[src/rtl/lstm_pkg.sv]
// Shared types and constants for the LSTM sequence controller.
package lstm_pkg;

    typedef enum logic [2:0] {
        ST_IDLE  = 3'd0,
        ST_CLEAR = 3'd1,
        ST_FEED  = 3'd2,
        ST_WAIT  = 3'd3,
        ST_DRAIN = 3'd4,
        ST_DONE  = 3'd5
    } state_t;

    localparam logic [31:0] ADDR_X_PUSH  = 32'h0000_0000;
    localparam logic [31:0] ADDR_SEQ_LEN = 32'h0000_0004;
    localparam logic [31:0] ADDR_CTRL    = 32'h0000_0008;

    localparam int unsigned CTRL_START  = 0;
    localparam int unsigned CTRL_ABORT  = 1;
    localparam int unsigned CTRL_CLR    = 2;
    localparam int unsigned CTRL_IRQ_EN = 3;

    localparam int unsigned STS_BUSY   = 3;
    localparam int unsigned STS_XOVF   = 4;
    localparam int unsigned STS_YUNEXP = 5;

    // Assemble the published status word from its fields.
    function automatic logic [31:0] make_status(
        input state_t      st,
        input logic        x_ovf,
        input logic        y_unexp,
        input logic [7:0]  x_cnt,
        input logic [15:0] done_cnt
    );
        logic [31:0] s;
        s             = '0;
        s[2:0]        = st;
        s[STS_BUSY]   = (st != ST_IDLE);
        s[STS_XOVF]   = x_ovf;
        s[STS_YUNEXP] = y_unexp;
        s[15:8]       = x_cnt;
        s[31:16]      = done_cnt;
        return s;
    endfunction

endpackage

[src/rtl/sync_fifo.sv]
// Single-clock FIFO; output reads as zero while empty.
module sync_fifo #(
    parameter int unsigned WIDTH = 16,
    parameter int unsigned DEPTH = 16
) (
    input  logic                     clk,
    input  logic                     rst,
    input  logic                     push,
    input  logic                     pop,
    input  logic [WIDTH-1:0]         din,
    output logic [WIDTH-1:0]         dout,
    output logic                     full,
    output logic                     empty,
    output logic [$clog2(DEPTH):0]   count
);
    localparam int unsigned AW = $clog2(DEPTH);
    localparam int unsigned CW = AW + 1;

    logic [WIDTH-1:0] mem [DEPTH];
    logic [AW-1:0]    wr_ptr;
    logic [AW-1:0]    rd_ptr;
    logic             do_push;
    logic             do_pop;

    assign do_pop  = pop && !empty;
    assign do_push = push && (!full || do_pop);
    assign full    = (count == CW'(DEPTH));
    assign empty   = (count == '0);
    assign dout    = empty ? '0 : mem[rd_ptr];

    // Storage array, written on accepted push.
    always_ff @(posedge clk) begin
        if (do_push) begin
            mem[wr_ptr] <= din;
        end
    end

    // Pointers and occupancy.
    always_ff @(posedge clk) begin
        if (rst) begin
            wr_ptr <= '0;
            rd_ptr <= '0;
            count  <= '0;
        end else begin
            if (do_push) wr_ptr <= wr_ptr + 1'b1;
            if (do_pop)  rd_ptr <= rd_ptr + 1'b1;
            case ({do_push, do_pop})
                2'b10:   count <= count + 1'b1;
                2'b01:   count <= count - 1'b1;
                default: count <= count;
            endcase
        end
    end

endmodule

[src/rtl/lstm_sequence_ctrl.sv]
// Buffers x samples into the LSTM core, collects y results, publishes status.
module lstm_sequence_ctrl
    import lstm_pkg::*;
#(
    parameter int unsigned DATA_WIDTH  = 16,
    parameter int unsigned LAYERS      = 4,
    parameter int unsigned X_DEPTH     = 16,
    parameter int unsigned Y_DEPTH     = 16,
    parameter logic [31:0] Y_LAST_ADDR = 32'h100,
    parameter logic [31:0] STATUS_ADDR = 32'h104
) (
    input  logic                  clk,
    input  logic                  rst,
    input  logic [31:0]           reg_addr,
    input  logic [31:0]           reg_wdata,
    input  logic                  reg_wen,
    output logic [DATA_WIDTH-1:0] x_out,
    output logic                  x_out_valid,
    input  logic                  lstm_ready,
    input  logic [DATA_WIDTH-1:0] y_in,
    input  logic                  y_in_valid,
    output logic [LAYERS-1:0]     state_clear,
    output logic [DATA_WIDTH-1:0] state_data,
    output logic [DATA_WIDTH-1:0] y_out,
    output logic                  y_out_valid,
    input  logic                  y_out_ready,
    output logic [31:0]           update_addr,
    output logic [31:0]           update_data,
    output logic                  update_valid,
    output logic                  irq
);
    localparam int unsigned XCW = $clog2(X_DEPTH) + 1;
    localparam int unsigned YCW = $clog2(Y_DEPTH) + 1;
    localparam int unsigned LIW = (LAYERS > 1) ? $clog2(LAYERS) : 1;

    state_t                state;
    logic [LIW-1:0]        clear_idx;
    logic [15:0]           seq_len;
    logic [15:0]           samples_done;
    logic                  irq_en;
    logic                  x_overflow;
    logic                  y_unexpected;
    logic [31:0]           last_pub;
    logic [31:0]           status;

    logic                  wr_x, wr_len, wr_ctrl;
    logic                  start_cmd, abort_cmd, clr_cmd;
    logic                  x_push, x_full, x_empty, feed_go;
    logic [XCW-1:0]        x_count;
    logic [DATA_WIDTH-1:0] x_dout;
    logic                  y_push, y_pop, y_full, y_empty;
    logic [YCW-1:0]        y_count;
    logic                  unused_bits;

    // Register write decode.
    assign wr_x      = reg_wen && (reg_addr == ADDR_X_PUSH);
    assign wr_len    = reg_wen && (reg_addr == ADDR_SEQ_LEN);
    assign wr_ctrl   = reg_wen && (reg_addr == ADDR_CTRL);
    assign abort_cmd = wr_ctrl && reg_wdata[CTRL_ABORT];
    assign start_cmd = wr_ctrl && reg_wdata[CTRL_START] && !reg_wdata[CTRL_ABORT];
    assign clr_cmd   = wr_ctrl && reg_wdata[CTRL_CLR];

    // Full is judged before any same-cycle pop, so a pop never frees the slot early.
    assign x_push  = wr_x && !x_full;
    assign feed_go = (state == ST_FEED) && !abort_cmd && !x_empty && lstm_ready && !y_full;
    assign y_push  = (state == ST_WAIT) && y_in_valid && !abort_cmd;
    assign y_pop   = y_out_valid && y_out_ready;

    assign y_out_valid = !y_empty;
    assign state_data  = '0;
    assign status      = make_status(state, x_overflow, y_unexpected, 8'(x_count), samples_done);
    assign unused_bits = ^{reg_wdata, y_count};

    sync_fifo #(.WIDTH(DATA_WIDTH), .DEPTH(X_DEPTH)) u_x_fifo (
        .clk   (clk),
        .rst   (rst || abort_cmd),
        .push  (x_push),
        .pop   (feed_go),
        .din   (reg_wdata[DATA_WIDTH-1:0]),
        .dout  (x_dout),
        .full  (x_full),
        .empty (x_empty),
        .count (x_count)
    );

    sync_fifo #(.WIDTH(DATA_WIDTH), .DEPTH(Y_DEPTH)) u_y_fifo (
        .clk   (clk),
        .rst   (rst),
        .push  (y_push),
        .pop   (y_pop),
        .din   (y_in),
        .dout  (y_out),
        .full  (y_full),
        .empty (y_empty),
        .count (y_count)
    );

    // Sequencer FSM, control registers, sticky flags and status publisher.
    always_ff @(posedge clk) begin
        if (rst) begin
            state        <= ST_IDLE;
            clear_idx    <= '0;
            seq_len      <= '0;
            samples_done <= '0;
            irq_en       <= 1'b0;
            x_overflow   <= 1'b0;
            y_unexpected <= 1'b0;
            last_pub     <= '0;
            x_out        <= '0;
            x_out_valid  <= 1'b0;
            state_clear  <= '0;
            irq          <= 1'b0;
            update_addr  <= '0;
            update_data  <= '0;
            update_valid <= 1'b0;
        end else begin
            x_out_valid <= 1'b0;
            irq         <= 1'b0;

            if (wr_len)  seq_len <= reg_wdata[15:0];
            if (wr_ctrl) irq_en  <= reg_wdata[CTRL_IRQ_EN];

            if (clr_cmd) begin
                x_overflow   <= 1'b0;
                y_unexpected <= 1'b0;
            end
            if (wr_x && x_full) x_overflow <= 1'b1;
            if (y_in_valid && (state != ST_WAIT) && (state != ST_DRAIN)) y_unexpected <= 1'b1;

            case (state)
                ST_IDLE: begin
                    if (start_cmd) begin
                        state        <= ST_CLEAR;
                        samples_done <= '0;
                        clear_idx    <= '0;
                        state_clear  <= LAYERS'(1);
                    end
                end
                ST_CLEAR: begin
                    if (abort_cmd) begin
                        state       <= ST_IDLE;
                        state_clear <= '0;
                    end else if (clear_idx == LIW'(LAYERS - 1)) begin
                        state       <= ST_FEED;
                        state_clear <= '0;
                    end else begin
                        clear_idx   <= clear_idx + 1'b1;
                        state_clear <= state_clear << 1;
                    end
                end
                ST_FEED: begin
                    if (abort_cmd) begin
                        state <= ST_IDLE;
                    end else if (feed_go) begin
                        x_out       <= x_dout;
                        x_out_valid <= 1'b1;
                        state       <= ST_WAIT;
                    end
                end
                ST_WAIT: begin
                    // A result landing on the abort cycle is already drained.
                    if (abort_cmd) begin
                        state <= y_in_valid ? ST_IDLE : ST_DRAIN;
                    end else if (y_in_valid) begin
                        if (samples_done != 16'hFFFF) samples_done <= samples_done + 1'b1;
                        if ((seq_len != '0) && ({1'b0, samples_done} + 17'd1 == {1'b0, seq_len})) begin
                            state <= ST_DONE;
                            irq   <= irq_en;
                        end else begin
                            state <= ST_FEED;
                        end
                    end
                end
                ST_DRAIN: begin
                    if (y_in_valid) state <= ST_IDLE;
                end
                ST_DONE: begin
                    state <= ST_IDLE;
                end
                default: state <= ST_IDLE;
            endcase

            // y results win the update port; status changes wait for a free cycle.
            if (y_push) begin
                update_valid <= 1'b1;
                update_addr  <= Y_LAST_ADDR;
                update_data  <= 32'(y_in);
            end else if (status != last_pub) begin
                update_valid <= 1'b1;
                update_addr  <= STATUS_ADDR;
                update_data  <= status;
                last_pub     <= status;
            end else begin
                update_valid <= 1'b0;
            end
        end
    end

endmodule

[config.mk]
export PLATFORM = sky130hd
export DESIGN_NAME = lstm_sequence_ctrl
export DESIGN_NICKNAME = d
export VERILOG_FILES = /design/src/rtl/lstm_pkg.sv /design/src/rtl/sync_fifo.sv /design/src/rtl/lstm_sequence_ctrl.sv
export SDC_FILE = /design/constraint.sdc
export NUM_CORES = 1
export LEC_CHECK = 0
export ABC_AREA = 1
export CAP_MARGIN = 5
export CORE_ASPECT_RATIO = 1.75
export CORE_MARGIN = 4
export CORE_UTILIZATION = 30
export CTS_BUF_LIST = sky130_fd_sc_hd__clkbuf_2 sky130_fd_sc_hd__clkbuf_4 sky130_fd_sc_hd__clkbuf_8
export DETAILED_ROUTE_END_ITERATION = 7
export GPL_TIMING_DRIVEN = 1
export SLEW_MARGIN = 20
export SYNTH_ARGS = -nofsm -noshare
export SYNTH_HDL_FRONTEND = slang
export SYNTH_HIERARCHICAL = 1
export SYNTH_SLANG_ARGS = --single-unit
[constraint.sdc]
create_clock -name clk -period 5.82 [get_ports clk]
set_clock_uncertainty 0.15 [all_clocks]
set_input_delay 0.582 -clock clk [delete_from_list [all_inputs] [get_ports clk]]
set_output_delay 0.582 -clock clk [all_outputs]
set_load 0.005 [all_outputs]
## Yosys cells after proc, flatten, opt, wreduce, memory -nomap -nowiden

Memory sizes are Yosys's and may differ from the RTL's. A register that Yosys moved wholly into a read port is not among the register bits.
Index checks and enable logic that the tools add are counted.
W data, S select, Z words.

| cells by class | value |
|---|---|
| add/subtract/negate cells | 11 |
| eq/ne operators | 28 |
| reductions and logical operators | 54 |
| multiplexer cells | 43 |
| bitwise operators | 6 |

Operator list:

| cell | number |
|---|---|
| $mux W16 | 7 |
| $eq A32 B3 Y1 const B | 1 |
| $eq A32 B4 Y1 const B | 1 |
| $logic_not A32 Y1 | 1 |
| $pmux W16 S2 | 1 |
| $mux W3 | 10 |
| $ne A27 B27 Y1 | 1 |
| $logic_and A1 B1 Y1 | 23 |
| $mux W4 | 5 |
| $pmux W5 S2 | 2 |
| $mux W9 | 2 |
| $add A16 B1 Y17 const B | 1 |
| $eq A17 B16 Y1 | 1 |
| $add A16 B1 Y16 const B | 1 |
| $add A4 B1 Y4 const B | 4 |
| $ne A16 B16 Y1 const B | 1 |
| $reduce_bool A16 Y1 | 1 |
| $pmux W3 S5 | 1 |
| $reduce_bool A2 Y1 | 7 |
| $ne A2 B2 Y1 const B | 6 |
| $add A5 B1 Y5 const B | 2 |
| $eq A5 B5 Y1 const B | 2 |
| $logic_not A5 Y1 | 2 |
| $mux W1 | 10 |
| other kinds (25) | 49 |

| word-level totals | value |
|---|---|
| memories | 2 |
| output and inout port bits | 120 |
| logic and storage cells | 166 |
| bits in writable memories | 512 |
| bits of input ports | 86 |
| register bits | 134 |

Memory list:

| memory | words | bits a word | read ports | clocked after memory_dff | write ports | RTL line | RTL |
|---|---|---|---|---|---|---|---|
| u_x_fifo.mem | 16 | 16 | 1 | 1 | 1 | sync_fifo.sv:19 | `logic [WIDTH-1:0] mem [DEPTH];` |
| u_y_fifo.mem | 16 | 16 | 1 | 1 | 1 | sync_fifo.sv:19 |  |

## Longest topological paths before layout

| logic depth | value |
|---|---|
| word-level depth | 13 |
| gate-level depth with buffers | 23 |
| gate-level depth less buffers | 22 |

## Modules after synthesis

The synthesis kept the hierarchy.

Modules (own cells, without submodules):

| module | cells each | instances | area an instance (µm²) | seq. area each (µm²) |
|---|---|---|---|---|
| sync_fifo (u_y_fifo) | 954 | 1 | 11,167.0 | 8,027.7 |
| sync_fifo (u_x_fifo) | 953 | 1 | 11,155.7 | 8,027.7 |
| lstm_sequence_ctrl | 963 | 1 | 6,501.2 | 2,482.4 |

## Worst setup path after synthesis

OpenSTA, ideal clock, no wires.

| timing | value |
|---|---|
| path kind | register -> register |
| start | register u_x_fifo.count[0] |
| end | memory u_x_fifo.mem[0][0] (enable) |
| clock period less this slack | 3.452 ns |
| path buffers | 2 |
| arrival time | 2.914 ns |
| data required time | 5.282 ns |
| library setup time | 0.388 ns |
| slack | 2.368 ns |
| cell stages (with the launch flop) | 13 |
| path through | dfxtp_1 -> nor2_2 -> nand3_2 -> clkinv_1 -> clkbuf_1 -> nor2_1 -> nand4_2 -> clkinv_1 -> clkbuf_1 -> o21ai_2 -> inv_2 -> nand2_1 -> nor2_1 |

| on the way | value |
|---|---|
| longest elaborated chain between the ends | 10 |
| elaborated cells between the ends (all ways) | 13 |
| those cells by class | 1 x eq/ne; 2 x mux; 10 x reduce/logical |

Ends and longest elaborated chain:

| element | RTL line | RTL |
|---|---|---|
| from (decl) | sync_fifo.sv:14 | `output logic [$clog2(DEPTH):0] count` |
| from (signal assigned) | sync_fifo.sv:48 | `2'b10: count <= count + 1'b1;` |
| from (signal assigned) | sync_fifo.sv:49 | `2'b01: count <= count - 1'b1;` |
| from (signal assigned) | sync_fifo.sv:50 | `default: count <= count;` |
| $logic_not A5 Y1 | sync_fifo.sv:28 | `assign empty = (count == '0);` |
| net x_empty | lstm_sequence_ctrl.sv:48 | `logic x_push, x_full, x_empty, feed_go;` |
| $logic_not A1 Y1 | lstm_sequence_ctrl.sv:65 | `assign feed_go = (state == ST_FEED) && !abort_cmd && !x_empty && lstm_ready && !y_full;` |
| $logic_and A1 B1 Y1 (3 in series) | lstm_sequence_ctrl.sv:65 |  |
| net feed_go | lstm_sequence_ctrl.sv:48 |  |
| $logic_and A1 B1 Y1 | sync_fifo.sv:25 | `assign do_pop = pop && !empty;` |
| $logic_or A1 B1 Y1 | sync_fifo.sv:26 | `assign do_push = push && (!full \|\| do_pop);` |
| $logic_and A1 B1 Y1 | sync_fifo.sv:26 |  |
| $mux W1 | sync_fifo.sv:33 | `if (do_push) begin` |
| $mux W1 (not written as such) | sync_fifo.sv:34 | `mem[wr_ptr] <= din;` |
| to (decl) | sync_fifo.sv:19 |  |

The timed path passes the listed nets, and every way through them passes these cells.

==> out/qor.yml <==
status:
  status: "complete, no violations"
critical_path:
  start_kind: "flip-flop"
  r2r_slack_ps: 1630
  cp_max_fo: 55
  reg2reg_from: "u_x_fifo/count[2]"
  critPathCaptureType: "output port"
  cp.required_ps: 5090
  path_class: "reg2out"
  cp.arrival_ps: 3940
layout:
  final_common_cell: "nand2_1"
  final_cell_mix: "nand2_1, edfxtp_1, nand3_1"
  drive_gt1_frac: 0.0919
  syn_to_final_growth_pct: 15.4
  utilization: 0.348
  fin_nets: 3116
  fin_area_um2: 33300
placement:
  dp_hpwl_mm: 49.3
  gp_congestion: 0.848
  postPlaceCellArea_um2: 31200
  port_buffers: 143
synthesis:
  synthArstFlopShare: 0
  yosysSeqAreaShare: 0.643
  synth_cell_types: 44
  postSynthCellCount: 2870
  yosys_warnings: 6
  ys.flop_type: "edfxtp_1"
  synth_edf_count: 512
  synth_seq_cells: 670
  netlist_area_um2: 28800
  avgSynthCellArea_um2: 10.0
sta:
  min_period_over_period: 0.803
  slew_headroom: 0.288
  fin_tns_setup_ps: 0
  tightest_slew_ps: 1070
  max_freq_ghz: 0.214
  hold_violations: 0
  rsz0062_at_grt: "no"
  fin_crit_ps: 4670
  final-max-slew-violation-count: 0
  setup_viol: 0
routing:
  postRouteAntennaNets: 0
  drc: 0
  first_pass_iters: 5
  routed_via_density: 4.76
  vias: 20500
  routed_wl_mm: 76.1
  drt-wirelength-per-cell_um: 17.7
  drtIter0Drc: 1178
die:
  dieArea_um2: 101000
  pin_count: 206
  coreArea_um2: 95500
  initial_core_util: 0.302
  rows: 150
  dieHeight_um: 418
  die_w_um: 242
cts:
  clock_path_buffers: 3
  clk_pin_slew_ps: 70
  cts_resized: 0
  htree_levels: 3
  clock_latency_ps: 760
  clockRootBuffer: "clkbuf_8"
  hold_buffers: 0
  post_cts_buffers: 0
  clkSinkCount: 670
  cts_buffers: 94
  cts_tree: "built"
global_route:
  grt_pass1_wl_mm: 115
  first_global_vias: 19500
  antenna_found_initial: 4
  grt_usage: 0.146
  grt_remaining_overflow: 0
  grt_max_degree: 86
pwr:
  p_leak_nw: 12.3
  vdd_drop_max_mv: 0.199
  p_per_area_nw_per_um2: 305
hold_path:
  hp-class: "in2reg"
  hold_path.startpoint: "rst"
job:
  maxCapViolations: 0
==> area by class of cell <==
cell class,count,area [um^2]
Antenna cell,3,7.51
Clock buffer,145,1760
Clock inverter,31,308
Fill cell,9452,62300
Inverter,124,469
Multi-Input combinational cell,1922,8810
Sequential cell,670,18500
Tap cell,1216,1520
Timing Repair Buffer,198,1850
==> critical path: stages (launching register included) <==
cell and delay [ps]:
dfxtp_4 660, clkinv_2 600, buf_4 530, nor2_1 170
nor2_1 70, o31ai_1 410, a21oi_1 190, clkdlybuf4s50_1 490
==> state kept, by name, indices dropped and copies added, names as in the netlist, 2 cells and up, named ones only <==
| signal | cells |
|---|---|
| u_y_fifo/mem | 256 |
| u_x_fifo/mem | 256 |
| last_pub | 27 |
| update_data | 32 |
| state | 3 |
| samples_done | 16 |
| clear_idx | 2 |
| u_y_fifo/count | 5 |
| state_clear | 4 |
| x_out | 16 |
| u_x_fifo/rd_ptr | 4 |
| u_x_fifo/count | 5 |
| u_x_fifo/wr_ptr | 4 |
| u_y_fifo/wr_ptr | 4 |
| seq_len | 16 |
| u_y_fifo/rd_ptr | 4 |
| update_addr | 2 |
==> cell usage after synthesis (3+ instances only) <==
master,number,area [um^2]
inv_2,14,52.6
nor2_1,230,863
nand3_2,6,60.1
inv_1,103,387
nand3b_1,6,45.0
dfxtp_1,158,3160
o21ai_1,9,45.0
edfxtp_1,512,15400
o31ai_1,32,240
ha_1,18,225
a21oi_1,198,991
nand3_1,354,1770
buf_2,65,325
nand4_1,16,100
nor3_1,21,105
nand2_2,7,43.8
clkinv_1,6,22.5
buf_6,16,180
clkbuf_1,51,191
o21ai_0,91,455
buf_4,65,488
xnor2_1,11,96.3
nor2_2,9,56.3
nand2_4,3,33.8
nand2_1,824,3090
xor2_1,20,175
==> power breakdown <==
| group | internal [mW] | total, mW | switching [mW] | leakage (nW) |
|---|---|---|---|---|
| Clock | 2.13 | 3.98 | 1.84 | 1.09 |
| Combinational | 0.270 | 0.908 | 0.637 | 5.30 |
| Sequential | 5.21 | 5.26 | 0.0515 | 5.88 |
| Total | 7.61 | 10.1 | 2.53 | 12.3 |
==> stage by stage <==
stage | cells | power (mW) | worst slack, ps | hold slack, ps
6_report | 4309 | 10.1 | 1150 | 191
5_1_grt | 4307 | 10.6 | 884 | 183
4_1_cts | 4306 | 10.3 | 1050 | 96.9
3_5_place_dp | 4130 | 6.29 | 1300 | 301
3_3_place_gp | 4130 | 6.28 | 1260 | 295
2_1_floorplan | 2915 | 6.06 | 2370 | 289
==> cell families after synthesis <==
logic type / count (synthesis) / synth area share
compound gates: 335 / 0.0615
xor+xnor: 31 / 0.00942
fa+ha+maj: 20 / 0.00920
buf+inv: 323 / 0.0576
flops: 670 / 0.643
other cells: 1 / 0.000130
simple gates: 1490 / 0.219
==> layer usage <==
layer	GRT usage	wire, um	vias up
met5	0	0	-
met4	0.0698	3320	0
met3	0.0282	4050	167
met2	0.271	40500	561
met1	0.158	28300	9813
li1	-	-	9987
==> final timing paths <==
path                                       endpoint  depth (start not counted)
worst min register to register      update_data[14]                          2
worst max register to register  u_x_fifo/mem[0][12]                         12
worst min-delay path                 update_data[1]                          4
worst max-delay path                       y_out[8]                          7
Power figures use the tool's default switching activity.
